File: src/rtl/ccff_pkg.sv
// Shared types and constants for the configuration-chain loader.
// State encoding, widths and small bit helpers.
package ccff_pkg;

    localparam int CCFF_LEN_W  = 16;
    localparam int CCFF_BYTE_W = 8;
    localparam int CCFF_CNT_W  = 4;

    typedef enum logic [1:0] {
        ST_IDLE = 2'd0,
        ST_LOAD = 2'd1,
        ST_FIN  = 2'd2
    } ccff_state_e;

    // Left-justify the n low bits of sr (n = 1..7), zero padded.
    function automatic logic [CCFF_BYTE_W-1:0] ccff_ljust(
        input logic [CCFF_BYTE_W-1:0] sr,
        input logic [2:0]             n
    );
        return sr << (4'd8 - {1'b0, n});
    endfunction

    // Mask keeping the n most significant bits of a byte (n = 0..8).
    function automatic logic [CCFF_BYTE_W-1:0] ccff_msb_mask(
        input logic [CCFF_CNT_W-1:0] n
    );
        return 8'hFF << (4'd8 - n);
    endfunction

endpackage

File: src/rtl/ccff_rb_deser.sv
// Readback deserializer: collects old chain bits MSB-first into bytes.
// Flush emits a pending partial byte left-justified; clear drops it.
module ccff_rb_deser
    import ccff_pkg::*;
(
    input  logic                   i_clk,
    input  logic                   i_rst,
    input  logic                   i_clr,
    input  logic                   i_shift,
    input  logic                   i_din,
    input  logic                   i_flush,
    output logic [CCFF_BYTE_W-1:0] o_data,
    output logic                   o_valid
);

    logic [CCFF_BYTE_W-1:0] r_sr;
    logic [CCFF_BYTE_W-1:0] r_byte;
    logic [2:0]             r_n;
    logic                   r_vld;
    logic                   w_kill;
    logic                   w_part;

    assign w_kill = i_rst || i_clr;
    assign w_part = i_flush && (r_n != 3'd0);

    // Shift in tail bits; a full byte is latched and strobed next cycle.
    always_ff @(posedge i_clk) begin
        if (i_rst) begin
            r_sr   <= '0;
            r_byte <= '0;
            r_n    <= '0;
            r_vld  <= 1'b0;
        end else if (i_clr) begin
            r_sr  <= '0;
            r_n   <= '0;
            r_vld <= 1'b0;
        end else begin
            r_vld <= 1'b0;
            if (i_shift) begin
                r_sr <= {r_sr[CCFF_BYTE_W-2:0], i_din};
                r_n  <= r_n + 3'd1;
                if (r_n == 3'd7) begin
                    r_byte <= {r_sr[CCFF_BYTE_W-2:0], i_din};
                    r_vld  <= 1'b1;
                end
            end else if (i_flush) begin
                r_sr <= '0;
                r_n  <= '0;
            end
        end
    end

    // Partial flush takes the output path; both are muted on clear/reset.
    always_comb begin
        o_valid = 1'b0;
        o_data  = '0;
        if (!w_kill) begin
            o_valid = r_vld || w_part;
            o_data  = w_part ? ccff_ljust(r_sr, r_n) : r_byte;
        end
    end

endmodule

File: src/rtl/ccff_loader.sv
// Configuration-chain loader: serializes cfg bytes into the chain head
// with no bubbles while reading the old contents back from the tail.
module ccff_loader
    import ccff_pkg::*;
(
    input  logic                   prog_clk,
    input  logic                   prog_reset,
    input  logic                   start,
    input  logic                   abort,
    input  logic [CCFF_LEN_W-1:0]  chain_len,
    input  logic [CCFF_BYTE_W-1:0] cfg_data,
    input  logic                   cfg_valid,
    output logic                   cfg_ready,
    output logic                   ccff_head,
    output logic                   ccff_shift_en,
    input  logic                   ccff_tail,
    output logic [CCFF_BYTE_W-1:0] rb_data,
    output logic                   rb_valid,
    output logic                   busy,
    output logic                   done,
    output logic                   aborted
);

    ccff_state_e            r_state;
    ccff_state_e            w_next;
    logic [CCFF_LEN_W-1:0]  r_rem;
    logic [CCFF_BYTE_W-1:0] r_buf;
    logic [CCFF_CNT_W-1:0]  r_cnt;
    logic                   r_aborted;

    logic                   w_idle;
    logic                   w_load;
    logic                   w_fin;
    logic                   w_accept;
    logic                   w_abort;
    logic                   w_live;
    logic                   w_shift;
    logic                   w_ready;
    logic                   w_hs;
    logic [CCFF_LEN_W-1:0]  w_rem_nxt;
    logic [CCFF_CNT_W-1:0]  w_take;

    assign w_idle   = (r_state == ST_IDLE);
    assign w_load   = (r_state == ST_LOAD);
    assign w_fin    = (r_state == ST_FIN);
    assign w_accept = w_idle && start && !prog_reset;
    assign w_abort  = abort && !w_idle && !prog_reset;
    assign w_live   = !prog_reset && !w_abort;

    // The buffer refills on the very cycle its last bit leaves.
    assign w_shift = w_load && (r_cnt != '0) && w_live;
    assign w_ready = w_load && w_live
                   && (r_rem > {12'd0, r_cnt})
                   && ((r_cnt == 4'd0)
                       || ((r_cnt == 4'd1) && w_shift));
    assign w_hs    = cfg_valid && w_ready;

    // Bits still owed to the chain once this edge's shift is taken.
    assign w_rem_nxt = r_rem - {15'd0, w_shift};
    assign w_take    = (w_rem_nxt >= 16'd8) ? 4'd8 : w_rem_nxt[3:0];

    assign ccff_head = r_buf[CCFF_BYTE_W-1] && !prog_reset;
    assign aborted   = r_aborted;

    // State register.
    always_ff @(posedge prog_clk) begin
        if (prog_reset) begin
            r_state <= ST_IDLE;
        end else begin
            r_state <= w_next;
        end
    end

    // Next-state and handshake/status outputs.
    always_comb begin
        w_next        = r_state;
        cfg_ready     = 1'b0;
        ccff_shift_en = 1'b0;
        busy          = 1'b0;
        done          = 1'b0;
        unique case (r_state)
            ST_IDLE: begin
                if (start) begin
                    w_next = (chain_len == '0) ? ST_FIN : ST_LOAD;
                end
            end
            ST_LOAD: begin
                busy          = 1'b1;
                cfg_ready     = w_ready;
                ccff_shift_en = w_shift;
                if (abort) begin
                    w_next = ST_IDLE;
                end else if (w_shift && (r_rem == 16'd1)) begin
                    w_next = ST_FIN;
                end
            end
            ST_FIN: begin
                busy   = 1'b1;
                done   = w_live;
                w_next = ST_IDLE;
            end
            default: begin
                w_next = ST_IDLE;
            end
        endcase
        if (prog_reset) begin
            busy = 1'b0;
        end
    end

    // Remaining count, shift buffer and sticky abort flag.
    always_ff @(posedge prog_clk) begin
        if (prog_reset) begin
            r_rem     <= '0;
            r_buf     <= '0;
            r_cnt     <= '0;
            r_aborted <= 1'b0;
        end else if (w_accept) begin
            r_rem     <= chain_len;
            r_buf     <= '0;
            r_cnt     <= '0;
            r_aborted <= 1'b0;
        end else if (w_abort) begin
            r_rem     <= '0;
            r_buf     <= '0;
            r_cnt     <= '0;
            r_aborted <= 1'b1;
        end else begin
            r_rem <= w_rem_nxt;
            if (w_hs) begin
                r_buf <= cfg_data & ccff_msb_mask(w_take);
                r_cnt <= w_take;
            end else if (w_shift) begin
                r_buf <= r_buf << 1;
                r_cnt <= r_cnt - 4'd1;
            end
        end
    end

    ccff_rb_deser u_rb (
        .i_clk   (prog_clk),
        .i_rst   (prog_reset),
        .i_clr   (w_abort || w_accept),
        .i_shift (w_shift),
        .i_din   (ccff_tail),
        .i_flush (w_fin && w_live),
        .o_data  (rb_data),
        .o_valid (rb_valid)
    );

endmodule

File: config.mk
export PLATFORM = sky130hd
export DESIGN_NAME = ccff_loader
export DESIGN_NICKNAME = d
export VERILOG_FILES = /design/src/rtl/ccff_pkg.sv /design/src/rtl/ccff_rb_deser.sv /design/src/rtl/ccff_loader.sv
export SDC_FILE = /design/constraint.sdc
export NUM_CORES = 1
export LEC_CHECK = 0
export CAP_MARGIN = 30
export CORE_MARGIN = 1
export CORE_UTILIZATION = 40
export CTS_CLUSTER_SIZE = 8
export DETAILED_ROUTE_END_ITERATION = 10
export PLACE_DENSITY = 0.72
export SLEW_MARGIN = 30
export SYNTH_ARGS = -nofsm -noshare
export SYNTH_HDL_FRONTEND = slang
export SYNTH_HIERARCHICAL = 1
export SYNTH_SLANG_ARGS = --single-unit
File: constraint.sdc
create_clock -name prog_clk -period 17 [get_ports prog_clk]
set_clock_uncertainty 0.1 [all_clocks]
set_input_delay 5.1 -clock prog_clk [delete_from_list [all_inputs] [get_ports prog_clk]]
set_output_delay 5.1 -clock prog_clk [all_outputs]
set_load 0.02 [all_outputs]
==> impl_metrics.toml, run 1 <==
[timing]
finalSetupTns_ns = 0
setup_violations = 0
finalCritPeriodShare_pct = 78.3
relSlewSlack_pct = 39.9
fmax_ghz = 0.0751
fin_crit_ns = 13.31
tightest_slew_ns = 0.898
rsz0062_at_grt = "no"
fin_ws_ns = 3.69
hold_viol = 0
drv_slew = 0

[global_route]
antenna_found_initial = 0
grt_max_degree = 38
grt_util_met2_pct = 33.5
grt-ovfl-total = 0
met1_usage_pct = 23.9
grt_util_all_layers_pct = 19.0
first_global_vias = 2855
gr-usage-met3_pct = 2.85
top_usage_layer = "met2"
grt_pass1_wl_um = 13200

[placement]
dpl-instance-area_mm2 = 0.00376
io_buffer_count = 44
gp_congestion = 0.914
dp_slack_ns = 3.69
hpwlAfterDp_um = 5740

[cts]
clk_pin_slew_worst_paths_ns = 0.09
h-tree-depth = 2
tritoncts = "yes"
clockBufferDepth = 2
cts_sinks = 51
worstSkewPairLatency_ns = 0.31
post_cts_buffers = 0
cts_root_buf = "clkbuf_8"
cts_resized = 0
hold_buffers = 0
cts_made_buffers = 5

[routing]
num_vias = 2942
route.detailed.drc = 0
drt-initial-drc-count = 105
drt-total-wl_um = 7740
firstDrtPassIters = 4
drtAntennaViolNets = 0
routedWlPerCell_um = 14.7
drt-vias-per-instance = 5.57

[synth]
ys_seq_elements = 51
yosysUniqueCellTypes = 62
ys_async_sr_fraction_pct = 0
synthFlopType = "dfxtp_1"
synth_edf_count = 0
yosys_warnings = 6
yosys.area_share.simple_pct = 27.5
synth.avg_cell_area_um2 = 8.41
synth-compound-area-share_pct = 16.3
synthAdderAreaFrac_pct = 7.16
synth.area.mux_share_pct = 7.57
synth_top_family_by_area = "simple AND/OR/NAND/NOR gates"
synth.net_count = 444
synth-xor-area-share_pct = 4.18
syn_area_mm2 = 0.00332
ys_seq_area_share_pct = 30.7
syn_inst = 395

[die]
dieArea_mm2 = 0.00867
row_count = 32
die_h_um = 93.1
initial_core_util_pct = 42.1
die_x_um = 93.1
core_area_mm2 = 0.00789
io_pins = 45

[finish]
final_area_mm2 = 0.00386
final_cell_mix = "nor2_1, dfxtp_1, clkdlybuf4s50_1"
syn_to_final_growth_pct = 16.1
drive_gt1_share_pct = 7.75
layout_commonest_cell = "nor2_1"
utilization_pct = 48.9
antennaDiodeCount = 0
fin_nets = 474

[critical_path]
cp_slowest_stage_delay_ns = 0.77
cp-end-kind = "primary output"
crit_slowest_cell = "nor2_1"
crit_family = "simple AND/OR/NAND/NOR gates"
crit_buf_inv = 2
setup.worst_path.class = "in -> out"
cp.arrival_ns = 8.11
crit_chain = "clkdlybuf4s50_1 -> and2_1 -> nor2_1 -> nor2_1 -> or2_2 -> a21oi_1 -> clkdlybuf4s50_1"
cp_max_fo = 20
rrSetupSlack_ns = 11.39
startpoint_type = "primary input"
crit_required_ns = 11.80

[job]
max-cap-violations = 0

[hold_path]
hold_class = "reg -> reg"

[power]
irDropWorstVdd_mv = 0.0333
power.density_mw_per_mm2 = 66.4
leakage_nw = 1.46

[run_status]
status = "complete, no violations"
[kinds of logic (layout without fill, tap and decap cells)]
logic type                 Yosys count  count (layout)
buffers and inverters               43              74
AOI/OAI and AO/OA                   77              77
adders and majority gates           19              19
DFF                                 51              51
xor gates and xnor gates            15              15
muxes                               25              25
and+or+nand+nor                    165             165
[metrics by stage]
stage,power [mW],cells,hold slack [ns]
global route,0.269,528,0.418
global placement,0.187,519,0.357
floorplan,0.169,395,0.339
CTS,0.258,527,0.378
finish,0.256,528,0.370
detailed placement,0.187,519,0.363
[final timing paths]
| check | startpoint | end | depth (start not counted) |
|---|---|---|---|
| max | start | rb_valid | 7 |
| min | r_buf[0]$_SDFFE_PP0P_ | r_buf[0]$_SDFFE_PP0P_ | 2 |
| max reg2reg | r_cnt[0]$_SDFFE_PP0P_ | r_buf[1]$_SDFFE_PP0P_ | 15 |
| min reg2reg | r_buf[0]$_SDFFE_PP0P_ | r_buf[0]$_SDFFE_PP0P_ | 2 |
[registers in the layout (all words and copies together), names as in the netlist]
signal       count
u_rb/r_vld       1
aborted          1
r_buf            8
u_rb/r_n         3
r_rem           16
r_state          2
r_cnt            4
u_rb/r_byte      8
u_rb/r_sr        8
[area by class of cell]
cell class              instances  area, um^2
fillers                       738        4030
multi-input cells             301        2080
flip-flops and latches         51        1020
repair buffers                 47         463
well taps                     102         128
inverters                      19        71.3
clock buffers                   5        68.8
clock inverters                 3        20.0
[synth_stat cells (6+ instances only)]
master	number	share of area, %
a21oi_1	23	3.5
a22oi_1	17	3.8
buf_6	6	2.0
clkbuf_1	12	1.4
dfxtp_1	51	31
ha_1	19	7.2
inv_1	18	2.0
mux2i_1	24	7.2
nand2_1	18	2.0
nand4_1	10	1.9
nor2_1	66	7.5
nor3_1	9	1.4
nor3b_1	11	2.5
nor4_1	7	1.3
xnor2_1	10	2.6
[layer usage]
| metal | vias to the layer above | wire, um |
|---|---|---|
| met2 | 56 | 3930 |
| li1 | 1483 | - |
| met5 | - | 0 |
| met3 | 6 | 223 |
| met4 | 0 | 74 |
| met1 | 1397 | 3510 |
[power by group]
part           switching (mW)  internal (mW)
Sequential            0.00517          0.123
Combinational          0.0326         0.0244
Clock                  0.0418         0.0287
[worst reg2reg max path: stages, from the launching register on]
cell and delay, ns:
dfxtp_1 0.38, inv_1 0.10, ha_1 0.26, a2111o_1 0.56, inv_2 0.50, ha_1 0.32, or4b_4 0.53, or4b_4 0.55
xnor2_2 0.18, a31o_4 0.25, nor4_4 0.44, nand2b_1 0.14, ha_1 0.22, ha_1 0.32, or4_1 0.53, o22ai_1 0.15
Power figures use the tool's default switching activity.
==> run 2: changes to the inputs <==
==> constraint.sdc (replaced) <==
create_clock -name prog_clk -period 12.4 [get_ports prog_clk]
set_clock_uncertainty 0.1 [all_clocks]
set_input_delay 3.72 -clock prog_clk [delete_from_list [all_inputs] [get_ports prog_clk]]
set_output_delay 3.72 -clock prog_clk [all_outputs]
set_load 0.02 [all_outputs]
==> run 2 against run 1 <==
Total power increased by 37%. Critical path depth stayed put. Routed wire length increased by 0.76%. Worst hold slack improved by 0.0032 ns. Via count rose by 1.5%. Die area did not move. Clock power grew 37%. First-iteration DRC count grew 34%. Sequential power rose by 38%.
==> impl_metrics.toml, run 2 (same netlist as run 1, synthesis figures left out) <==
[cts]
clockBufferDepth = 2
h-tree-depth = 2
clk_pin_slew_worst_paths_ns = 0.09
cts_sinks = 51
cts_made_buffers = 5
tritoncts = "yes"
cts_resized = 0
hold_buffers = 0
post_cts_buffers = 0
worstSkewPairLatency_ns = 0.32
cts_root_buf = "clkbuf_8"

[global_route]
first_global_vias = 2852
grt_pass1_wl_um = 13200
grt_util_all_layers_pct = 19.0
grt_max_degree = 38
antenna_found_initial = 0
grt-ovfl-total = 0

[placement]
gp_congestion = 0.913
place_inst = 519
dpl-instance-area_mm2 = 0.00376
hpwlAfterDp_um = 5860
io_buffer_count = 44

[routing]
drt-vias-per-instance = 5.66
route.detailed.drc = 0
drt-total-wl_um = 7800
drtAntennaViolNets = 0
firstDrtPassIters = 5
routedWlPerCell_um = 14.8
num_vias = 2986
drt-initial-drc-count = 141

[timing]
fin_crit_ns = 10.59
fmax_ghz = 0.0944
hold_viol = 0
finalCritPeriodShare_pct = 85.4
relSlewSlack_pct = 38.0
tightest_slew_ns = 0.926
finalSetupTns_ns = 0
setup_violations = 0
rsz0062_at_grt = "no"
drv_slew = 0

[finish]
layout_commonest_cell = "nor2_1"
final_cell_mix = "nor2_1, dfxtp_1, clkdlybuf4s50_1"
fin_nets = 474
largest_reg_flops = 16
drive_gt1_share_pct = 7.51
antennaDiodeCount = 0
finalNonFillerCells = 528
syn_to_final_growth_pct = 16.0
top_register = "r_rem"
final_area_mm2 = 0.00385

[critical_path]
crit_family = "simple AND/OR/NAND/NOR gates"
crit_required_ns = 8.58
setup.worst_path.class = "in -> out"
cp_max_fo = 20
cp.arrival_ns = 6.77
cp-end-kind = "primary output"
crit_buf_inv = 2
startpoint_type = "primary input"
crit_chain = "clkdlybuf4s50_1 -> and2_1 -> nor2_1 -> nor2_1 -> or2_2 -> a21oi_1 -> clkdlybuf4s50_1"
cp_slowest_stage_delay_ns = 0.79
crit_slowest_cell = "nor2_1"

[die]
dieArea_mm2 = 0.00867
io_pins = 45
core_area_mm2 = 0.00789
row_count = 32
initial_core_util_pct = 42.1
die_x_um = 93.1
die_h_um = 93.1

[power]
irDropWorstVdd_mv = 0.0434
leakage_nw = 1.46
power.density_mw_per_mm2 = 91.2
finalPower_uw = 351

[run_status]
status = "complete, no violations"

[hold_path]
hold_class = "reg -> reg"

[job]
max-cap-violations = 0
==> run 2: changes by cell type in the layout (fill, tap and decap cells not counted) <==
cell	previous run	this run
clkbuf_1	0	1
clkinvlp_4	2	1
==> run 2: power breakdown <==
group	internal (mW)	leakage, nW	total, mW	switching, mW
sequential	0.169	0.414	0.176	0.00695
combinational	0.0335	1.01	0.0788	0.0453
clock	0.0396	0.0412	0.0965	0.0569
==> run 2: tightest hold or removal path, cell delays in order (launching register included) <==
cell and delay (ns):
dfxtp_1 0.32, nand4_1 0.06, o21ai_1 0.06
==> run 2: cell type report <==
cell class / count / area (um^2)
clock inverters: 2 / 12.5
inverters: 19 / 71.3
flip-flops and latches: 51 / 1020
well taps: 102 / 128
multi-input cells: 301 / 2080
clock buffers: 6 / 72.6
fillers: 772 / 4040
repair buffers: 47 / 463
==> run 2: worst paths after layout <==
kind | start | cells after the start | endpoint | slack, ns
worst max register to register | r_cnt[0]$_SDFFE_PP0P_ | 15 | r_buf[1]$_SDFFE_PP0P_ | 6.79
worst max-delay path | start | 7 | rb_valid | 1.81
worst min-delay path | r_buf[0]$_SDFFE_PP0P_ | 2 | r_buf[0]$_SDFFE_PP0P_ | 0.37
worst min register to register | r_buf[0]$_SDFFE_PP0P_ | 2 | r_buf[0]$_SDFFE_PP0P_ | 0.37
==> run 2: per-stage QoR <==
step / utilization (%) / setup WS, ns / hold slack [ns]
3_5_place_dp: 47.7 / 1.86 / 0.363
3_3_place_gp: 47.7 / 1.96 / 0.357
6_report: 48.8 / 1.81 / 0.373
2_1_floorplan: - / 2.96 / 0.339
4_1_cts: 48.7 / 1.86 / 0.378
5_1_grt: 48.8 / 1.62 / 0.418
==> run 2: routing by layer <==
layer	global-route usage [%]	share of wire (%)	up-vias
li1	-	-	1491
met1	23.3	44	1407
met2	33.7	50	76
met3	2.93	4.5	12
met4	6.67	1.6	0
met5	0	0	-
==> variant 1 (settings of run 2) <==
`CCFF_BYTE_W`: 8 -> 10.
--- a/src/rtl/ccff_pkg.sv
+++ b/src/rtl/ccff_pkg.sv
@@ -4,5 +4,5 @@
 
     localparam int CCFF_LEN_W  = 16;
-    localparam int CCFF_BYTE_W = 8;
+    localparam int CCFF_BYTE_W = 10;
     localparam int CCFF_CNT_W  = 4;
 
Interface: changed (resized cfg_data and rb_data); port bits go from 45 to 49. The function was not compared with the original's and may differ.
==> variant 1 against run 2 <==
- critical path depth increased by 1
- area after synthesis up 12%
- die area rose by 11%
- via count up 12%
- worst setup slack got worse by 0.090 ns
- clock power grew 81%
- sequential cell count rose by 6
- combinational power shrank 2.7%
- final area grew 14%
- utilization up 0.72 points
- largest cell class unchanged
- the flow now finishes with violations (design-rule violations)
- power is 28% higher
- routed wire length grew 19%
==> variant 1: results (changes against run 2) <==
Outcome
  • Outcome: finished, violations left (was complete, no violations)
  • Failing checks: design-rule violations

Final layout
  • Fill cells: 871 (was 772)
  • # diodes: 0 (unchanged)
  • Share of cells above drive strength 1: 8.61% (was 7.51%)
  • Max reg flops: 16 (unchanged)
  • Layout Nets: 534 (was 474)
  • Top reg by flops: r_rem (unchanged)

Global route
  • First-pass GRT wire length: 15600 µm (was 13200 µm)
  • Largest net degree at the start of global routing: 31 (was 38)
  • Initial antenna violation count: 0 (unchanged)
  • GRT Total Usage: 20.3% (was 19.0%)
  • Vias in the first global route: 3252 (was 2852)

Clock tree
  • CTS H-Tree Depth: 3 (was 2)
  • Latest clock arrival within the worst-skew pair: 0.34 ns (was 0.32 ns)
  • Post-CTS Resized: 0 (unchanged)
  • Clock Pin Slew Worst Setup and Hold Paths: 0.07 ns (was 0.09 ns)
  • CTS buffer count: 9 (was 5)
  • CTS root buf: clkbuf_8 (unchanged)
  • Setup bufs post-CTS: 0 (unchanged)
  • Max Root-Sink Buffers: 2 (unchanged)

Place
  • GPL Wtd Cong: 0.867 (was 0.913)
  • Placed inst area: 4190 µm² (was 3760 µm²)
  • PortBufs: 48 (was 44)
  • Post-detail-place hpwl: 6760 µm (was 5860 µm)
  • Placed cell count: 581 (was 519)

Detailed routing
  • Initial drt markers: 289 (was 141)
  • Routed WL: 9240 µm (was 7800 µm)
  • DRC: 3 (was 0)
  • Initial DRT Pass Iterations: 10 (was 5)
  • DR WL/cell: 15.5 µm (was 14.8 µm)
  • Vias: 3350 (was 2986)

Yosys
  • Register area share after synthesis: 30.8% (was 30.7%)
  • Share of the synthesized area in the top cell type: 30.8% (was 30.7%)
  • Count of cell types in the netlist: 64 (was 62)
  • Yosys warning count: 6 (unchanged)
  • Fraction of registers with async set/reset: 0% (unchanged)
  • Main synth FF type: dfxtp_1 (unchanged)
  • Syn Area/Cell: 8.29 µm² (was 8.41 µm²)
  • Synth top area cells: dfxtp_1, nor2_1, mux2i_1 (unchanged)
  • Post-Syn Nets: 497 (was 444)
  • Synth top cells by count: nor2_1, dfxtp_1, a21oi_1, nand2_1, mux2i_1 (was nor2_1, dfxtp_1, mux2i_1, a21oi_1, ha_1)

Timing
  • Worst-Margin Slew: 0.705 ns (was 0.926 ns)

Worst setup path
  • Worst Setup Path Type: in -> out (unchanged)
  • Max Fanout on Critical Path: 22 (was 20)
  • Arrival time of the worst setup path: 6.86 ns (was 6.77 ns)
  • Flop2flop setup slack: 7.49 ns (was 6.79 ns)

Power
  • Static Leak: 1.61 nW (was 1.46 nW)
  • Worst vdd ir: 0.0481 mV (was 0.0434 mV)

Hold path
  • HP Class: reg -> reg (unchanged)
## variant 1: layout make-up
type	instances	area, µm²	area share, %
repair buffers	50	515	11.8
well taps	108	135	3.08
clock inverters	4	53.8	1.23
inverters	18	67.6	1.54
clock buffers	11	141	3.22
flip-flops and latches	57	1140	26.0
multi-input cells	348	2330	53.2
## variant 1: critical path, stage by stage
cell and delay [ns]:
clkdlybuf4s50_1 0.49, and2_2 0.32, nor2_1 0.43, nor2_1 0.09, or2_2 0.50, or3_4 0.49, o21ai_1 0.17, clkdlybuf4s50_1 0.63
## variant 1: worst paths after layout
path | from | endpoint | depth (start not counted)
max reg2reg | r_state[0] | r_buf[1] | 17
min reg2reg | r_buf[0] | r_buf[0] | 2
max | start | rb_data[4] | 8
min | r_buf[0] | r_buf[0] | 2
## variant 1: cell families after synthesis
| kind of cell | share of synthesized area [%] |
|---|---|
| compound gates | 15.6 |
| flops | 30.8 |
| mux | 10.2 |
| buf+inv | 6.65 |
| simple gates | 27.2 |
| fa+ha+maj | 6.08 |
| xor+xnor | 3.54 |
## variant 1: report_power, final
part           switching, W   total, W  internal [W]
Combinational     0.0000433  0.0000767     0.0000334
Clock             0.0000771   0.000175     0.0000975
Sequential       0.00000849   0.000197      0.000189
## variant 1: layer usage
metal | up-vias | routed length [µm] | global-route usage (%)
met5 | - | 0 | 0
li1 | 1679 | - | -
met1 | 1550 | 4270 | 25.9
met2 | 106 | 4320 | 33.4
met3 | 15 | 481 | 4.08
met4 | 0 | 165 | 8.38
## variant 1: per-stage QoR
step                util [%]  worst slack, ns  hold slack (ns)  total power [W]
global route            49.6             1.56            0.418         0.000469
global placement        47.0             1.87            0.377         0.000275
finish                  49.6             1.72            0.392         0.000448
detailed placement      47.4             1.77            0.387         0.000276
CTS                     49.6             1.75            0.397         0.000452
floorplan                  -             3.20            0.361         0.000252
==> variant 2 (config.mk and constraints of run 2) <==
Without the edit above. The 3 states of `ccff_state_e` get a one-hot encoding in 3 bits.
--- a/src/rtl/ccff_pkg.sv
+++ b/src/rtl/ccff_pkg.sv
@@ -7,8 +7,8 @@
     localparam int CCFF_CNT_W  = 4;
 
-    typedef enum logic [1:0] {
-        ST_IDLE = 2'd0,
-        ST_LOAD = 2'd1,
-        ST_FIN  = 2'd2
+    typedef enum logic [2:0] {
+        ST_IDLE = 3'b001,
+        ST_LOAD = 3'b010,
+        ST_FIN  = 3'b100
     } ccff_state_e;
 
Check against the original RTL: same outputs for any inputs over 10 cycles, from zero or initial values and one cycle with prog_reset high; not proved beyond that.
==> variant 2 against run 2 <==
- critical path depth is 2 higher
- utilization is 1.6 points higher
- final area is 3.0% lower
- via count is 6.4% lower
- power is 6.3% lower
- worst setup slack better by 0.37 ns
- non-clock buffer count stayed put
- routed wire length is 10% lower
- combinational power is 35% lower
- sequential cell count is 1 higher
- worst hold slack better by 0.0063 ns
- area after synthesis is 5.3% lower
- critical endpoint is now rb_data[6]
==> variant 2: results (changes against run 2) <==
Detailed routing
  • DR WL/cell: 13.7 µm (was 14.8 µm)
  • Initial drt markers: 103 (was 141)
  • Vias: 2796 (was 2986)
  • Initial DRT Pass Iterations: 4 (was 5)
  • Vias per inst: 5.45 (was 5.66)

Clock tree
  • Latest clock arrival within the worst-skew pair: 0.30 ns (was 0.32 ns)

Yosys
  • Post-Syn Nets: 423 (was 444)
  • Synth top cells by count: nor2_1, dfxtp_1, nand2_1, o21ai_0, a21oi_1 (was nor2_1, dfxtp_1, mux2i_1, a21oi_1, ha_1)
  • Synth top area cells: dfxtp_1, mux2i_1, ha_1 (was dfxtp_1, nor2_1, mux2i_1)
  • Register area share after synthesis: 33.1% (was 30.7%)
  • Syn Area/Cell: 8.34 µm² (was 8.41 µm²)
  • Count of cell types in the netlist: 54 (was 62)

Global route
  • GRT Total Usage: 17.7% (was 19.0%)
  • GR Layer Usage met3: 3.11% (was 2.93%)
  • Largest net degree at the start of global routing: 32 (was 38)
  • Grt met1 use: 21.2% (was 23.3%)

Worst setup path
  • Max Fanout on Critical Path: 27 (was 20)
  • Worst r2r src: r_state[0] (was r_cnt[0])
  • Crit path from: prog_reset (was start)

Outcome
  • Outcome: complete, no violations (unchanged)

Hold path
  • Hold wc startpoint: aborted (was r_buf[0])

Power
  • Worst vdd ir: 0.0475 mV (was 0.0434 mV)

Final layout
  • Share of cells above drive strength 1: 5.56% (was 7.51%)
  • Layout Nets: 459 (was 474)

Place
  • Post-detail-place hpwl: 5260 µm (was 5860 µm)
  • Dpl ws: 2.18 ns (was 1.86 ns)

Timing
  • Worst-Margin Slew: 0.764 ns (was 0.926 ns)
==> variant 2: cell types whose count changed in the layout (fill, tap and decap cells not counted), moves of 4 or more <==
cell	delta
o21ai_0	+20
nor2_1	-13
a22oi_1	-11
nand2_1	+7
nand4_1	-5
o2111ai_1	-5
o21ai_1	-4
==> variant 2: final timing paths <==
path                                   end  slack, ns  cells past startpoint
worst min register to register     aborted       0.38                      2
worst max-delay path            rb_data[6]       2.19                      9
worst max register to register    r_buf[5]       7.72                     16
worst min-delay path               aborted       0.38                      2
==> variant 2: layer usage <==
layer	vias up	part of all wire (%)
met4	0	1.1
met5	-	0
met2	58	51
met1	1309	45
met3	8	3.1
li1	1421	-
==> variant 2: stage by stage <==
step | total power [W] | cell area (µm²)
2_1_floorplan | 0.000212 | 3150
3_3_place_gp | 0.000231 | 3640
3_5_place_dp | 0.000232 | 3640
4_1_cts | 0.000332 | 3740
5_1_grt | 0.000346 | 3740
6_report | 0.000329 | 3740
==> variant 2: worst max-delay path, stage by stage <==
cell             delay [ns]
clkdlybuf4s50_1        0.39
buf_4                  0.22
nor4_2                 0.22
buf_4                  0.23
nand2b_1               0.26
nor3_2                 0.45
a222oi_1               0.17
nor2_1                 0.11
clkdlybuf4s50_1        0.60
==> variant 2: cell type report <==
cell class              count  area, µm²
clock buffers               7       86.3
clock inverters             1       7.51
fillers                   707       3670
inverters                  18       67.6
multi-input cells         289       1950
flip-flops and latches     52       1040
well taps                  99        124
repair buffers             47        463
==> variant 2: cell families (layout without fill, tap and decap cells) <==
kind of cell	after synthesis	after routing	share of synthesized area, %
buf+inv	36	73	5.21
flops	52	52	33.1
compound gates	82	82	16.1
simple gates	151	151	27.2
xor+xnor	18	18	5.01
mux	22	22	7.00
fa+ha+maj	16	16	6.36
==> variant 2: where the power goes <==
part / switching (W) / leakage, nW / internal [W]
logic: 0.0000276 / 0.903 / 0.0000237
clock network: 0.0000547 / 0.0445 / 0.0000455
registers: 0.00000642 / 0.422 / 0.000171
total: 0.0000888 / 1.37 / 0.000240
